<file path="src/rtl/pc_redirect.sv">
// pc_redirect: fetch PC register with next-PC selection and a buffered redirect held across fetch stalls
module pc_redirect #(
  parameter logic [31:0] RESET_PC = 32'hBFC0_0000,
  parameter logic [31:0] EXC_PC   = 32'hBFC0_0380
) (
  input  logic        clk,
  input  logic        rst,
  input  logic        stallF,
  input  logic        stallD,
  input  logic        flush_exc,
  input  logic [31:0] exc_pc_i,
  input  logic        branchD,
  input  logic        takenD,
  input  logic        jumpD,
  input  logic        jrD,
  input  logic [31:0] pc_plus4D,
  input  logic [15:0] imm16D,
  input  logic [25:0] instr_indexD,
  input  logic [31:0] rs_valueD,
  output logic [31:0] pcF,
  output logic [31:0] pc_plus4F,
  output logic        inst_sram_en,
  output logic [31:0] inst_sram_addr,
  output logic        adelF,
  output logic        pend_valid
);
  typedef enum logic {IDLE, PEND} state_t;
  state_t state, state_n;
  logic [31:0] pend_target, pend_target_n, pc_n, br_target, j_target, target;
  logic redir_req;
  assign br_target = pc_plus4D + {{14{imm16D[15]}}, imm16D, 2'b00};
  assign j_target = {pc_plus4D[31:28], instr_indexD, 2'b00};
  assign target = jrD ? rs_valueD : jumpD ? j_target : br_target;
  assign redir_req = !stallD & ((branchD & takenD) | jumpD | jrD);
  assign pc_plus4F = pcF + 32'd4;
  assign inst_sram_en = !rst;
  assign inst_sram_addr = pcF;
  assign adelF = |pcF[1:0];
  assign pend_valid = state == PEND;
  always_comb begin
    state_n = state;
    pend_target_n = pend_target;
    pc_n = pc_plus4F;
    if (flush_exc) begin
      pc_n = exc_pc_i != 32'd0 ? exc_pc_i : EXC_PC;
      state_n = IDLE;
    end else if (stallF) begin
      pc_n = pcF;
      if (redir_req) begin
        state_n = PEND;
        pend_target_n = target;
      end
    end else if (redir_req) begin
      pc_n = target;
      state_n = IDLE;
    end else if (state == PEND) begin
      pc_n = pend_target;
      state_n = IDLE;
    end
  end
  always_ff @(posedge clk) begin
    if (rst) begin
      pcF <= RESET_PC;
      state <= IDLE;
      pend_target <= '0;
    end else begin
      pcF <= pc_n;
      state <= state_n;
      pend_target <= pend_target_n;
    end
  end
endmodule

</file>
<file path="config.mk">
export PLATFORM = sky130hd
export DESIGN_NAME = pc_redirect
export DESIGN_NICKNAME = d
export VERILOG_FILES = /design/src/rtl/pc_redirect.sv
export SDC_FILE = /design/constraint.sdc
export NUM_CORES = 1
export LEC_CHECK = 0
export BUFFER_PORTS_ARGS = -buffer_cell sky130_fd_sc_hd__buf_2
export CORE_MARGIN = 1.5
export CORE_UTILIZATION = 45
export CTS_BUF_LIST = sky130_fd_sc_hd__clkbuf_2
export DETAILED_ROUTE_END_ITERATION = 7
export PLACE_DENSITY = 0.72
export SLEW_MARGIN = 20
export SYNTH_ARGS = -nofsm -noshare
export SYNTH_HDL_FRONTEND = slang
export SYNTH_SLANG_ARGS = --single-unit
</file>
<file path="constraint.sdc">
create_clock -name clk -period 7.9 [get_ports clk]
set_clock_uncertainty 0.15 [all_clocks]
set_input_delay 0.395 -clock clk [delete_from_list [all_inputs] [get_ports clk]]
set_output_delay 0.395 -clock clk [all_outputs]
set_load 0.005 [all_outputs]
</file>
==> results.py <==
metrics = {
    "outcome": {
        "status": "completed",
    },
    "global_routing": {
        "grt_usage_pct": 29.4,
        "met1_usage_pct": 42.7,
        "antenna_found_initial": 3,
        "grt_pass1_wl_um": 34000,
        "met2_usage_pct": 46.1,
        "grt_max_degree": 61,
        "use_met3_pct": 3.54,
        "busiest_layer": "met2",
        "grt_pass1_vias": 6397,
        "grt_overflow": 0,
    },
    "worst_setup_path": {
        "path_cells": "and4_1 -> nand4_1 -> or3_1 -> nor2_1 -> nand3_1 -> xnor2_1 -> buf_2",
        "cpPeakStageDelay_ps": 500,
        "arrival_ps": 2910,
        "crit_path_end_kind": "output port",
        "cp_slowest_cell": "dfxtp_1",
        "path_class": "reg -> out",
        "worst_setup_path_start_kind": "register",
        "cp_data_required_time_ps": 7360,
        "critPathMaxFanout": 8,
    },
    "sta": {
        "maxSlewHeadroom_pct": 36.5,
        "finalHoldViolCount": 0,
        "fin_tns_setup_ps": 0,
        "fin_ws_ps": 4450,
        "rsz0062_at_grt": "no",
        "period_share_pct": 43.7,
        "fmax_ghz": 0.290,
        "max_slew.worst_pin.slew_ps": 947,
        "period_needed_ps": 3450,
        "hold_ws_ps": 25.4,
        "slew_violations": 0,
        "setup_viol": 0,
    },
    "clock_network": {
        "root_buffer": "clkbuf_2",
        "insertion_delay_ps": 520,
        "cts_tree": "yes",
        "clockBufferDepth": 2,
        "cts_made_buffers": 9,
        "clock-sinks": 65,
        "clk_pin_slew_worst_paths_ps": 180,
        "cts-resized-gates": 0,
        "htree_levels": 3,
    },
    "logic_synthesis": {
        "ys.flop_type": "dfxtp_1",
        "syn_avg_cell_area_um2": 7.23,
        "yosys-top-cells-area": "dfxtp_1 (21%), a21oi_1 (6.5%), ha_1 (6.1%), nand2_1 (5.3%), nor2_1 (4.5%)",
        "ys_seq_area_share_pct": 21.0,
        "synth-seq-cells": 65,
        "yosys_warnings": 0,
        "synth_area_mm2": 0.00620,
        "synth.distinct_cells": 72,
        "syn_nets": 1035,
        "syn_inst": 857,
        "synth-edff-count": 0,
        "synth_top_cell_by_area": "dfxtp_1",
        "synthArstFlopShare_pct": 0,
        "yosysMostFrequentCell": "nand2_1",
        "synth.top_cell.area_share_pct": 21.0,
        "yosys-top-cells-count": "nand2_1 (88), a21oi_1 (80), nor2_1 (74)",
    },
    "pwr": {
        "peakVddDrop_uv": 51.7,
        "p_leak_nw": 3.25,
        "powerDensity_mw_per_mm2": 125,
    },
    "finish": {
        "drive_gt1_share_pct": 27.6,
        "nNetsFinal": 1217,
        "multi_input_area_mm2": 0.00435,
        "syn_to_final_growth_pct": 19.7,
        "fin_cells": 1223,
        "seqCellArea_mm2": 0.00130,
        "n_fill_cell": 1375,
    },
    "routing": {
        "drc_errors": 0,
        "vias_per_cell": 5.96,
        "via_count": 7288,
        "dr.pass1.iters": 7,
        "wirelength_um": 22000,
        "routedWlPerCell_um": 18.0,
        "drtIter0Drc": 625,
        "ant_nets": 0,
    },
    "die": {
        "start_util_pct": 46.4,
        "rows": 42,
        "die_area_mm2": 0.0145,
        "io_pins": 246,
        "fp.dieW_um": 120,
        "core_area_mm2": 0.0133,
        "die_y_um": 120,
    },
    "job": {
        "drv_cap": 0,
    },
    "placement": {
        "dp_worst_setup_slack_ps": 4230,
        "port-buffer-count": 245,
        "numPlacedInstances": 1193,
        "gp_congestion": 0.952,
        "hpwlAfterDp_um": 16800,
    },
    "min_path": {
        "min_path_type": "in -> reg",
    },
}
==> flip-flops by register name, summed over array words and instances, names as in the netlist <==
signal          count
inst_sram_addr     32
pend_target        32
pend_valid          1
==> final cells by class <==
type	instances	area share (%)
sequential	65	17.6
antenna	3	0.101
multi-input combinational	682	58.7
tap	176	2.97
inverter	18	0.911
clock inverter	4	0.270
clock buffer	12	0.809
timing repair buffer	263	18.7
==> metrics by stage <==
stage	power [mW]	instance area [µm²]	util, %
2_1_floorplan	0.628	6200	-
3_3_place_gp	0.756	7220	54.1
3_5_place_dp	0.758	7220	54.1
4_1_cts	0.922	7410	55.5
5_1_grt	0.982	7410	55.5
6_report	0.926	7420	55.6
==> path summary, 6_finish.rpt <==
check                                   startpoint            endpoint  slack [ps]  cells after the start
worst min register to register     pend_target[19]     pend_target[19]         320                      2
worst min-delay path                  exc_pc_i[28]  inst_sram_addr[28]          30                      3
worst max register to register  inst_sram_addr[10]  inst_sram_addr[31]        5030                      9
worst max-delay path            inst_sram_addr[10]       pc_plus4F[29]        4450                      7
==> power breakdown <==
part           switching [mW]  internal (mW)
Clock                   0.120         0.0428
Combinational           0.219          0.168
Sequential             0.0278          0.349
==> cell usage in the layout, fill, tap and decap left out, types with 7 or more instances in the layout <==
cell type	count
a31oi_1	7
clkbuf_2	12
nand2_1	88
o22ai_1	11
ha_1	30
a21o_1	18
o21a_1	10
o211ai_1	29
dfxtp_1	64
o21ai_0	53
a21oi_1	79
nor2b_1	7
buf_2	245
buf_4	7
a211oi_1	12
a221oi_1	8
xor2_1	14
and3_1	10
xnor2_1	28
nor2_1	73
mux2i_1	16
nor3_1	17
nand4_1	14
dlygate4sd3_1	11
nand3_1	31
nor4_1	11
nand2b_1	19
inv_1	17
or3_1	7
==> cells by family after synthesis <==
group	Yosys count	synth area share [%]
and+or+nand+nor	295	22.6
adders and majority gates	31	6.38
DFF	65	21.0
buffers and inverters	110	8.86
AOI/OAI and AO/OA	293	31.7
xor gates and xnor gates	42	5.94
muxes	21	3.55
==> routing by layer <==
| metal | vias to the layer above | wire length (µm) |
|---|---|---|
| met5 | - | 21 |
| met3 | 27 | 1850 |
| met1 | 3389 | 10000 |
| met4 | 4 | 360 |
| li1 | 3500 | - |
| met2 | 368 | 9770 |
==> worst max-delay path: cells and delay by family, from the launching register on <==
kind / cells / cell delay, ps
AND/OR/NAND/NOR: 5 / 1450
flip-flops: 1 / 500
XOR/XNOR: 1 / 270
buffers and inverters: 1 / 170
==> repair_timing <==
action / 4_1_cts / 5_1_grt
setup endpoints to repair: 0 / 0
setup buffers: 0 / 0
hold buffers: 11 / 0
hold endpoints to repair: 11 / 0
Power figures use the tool's default switching activity.
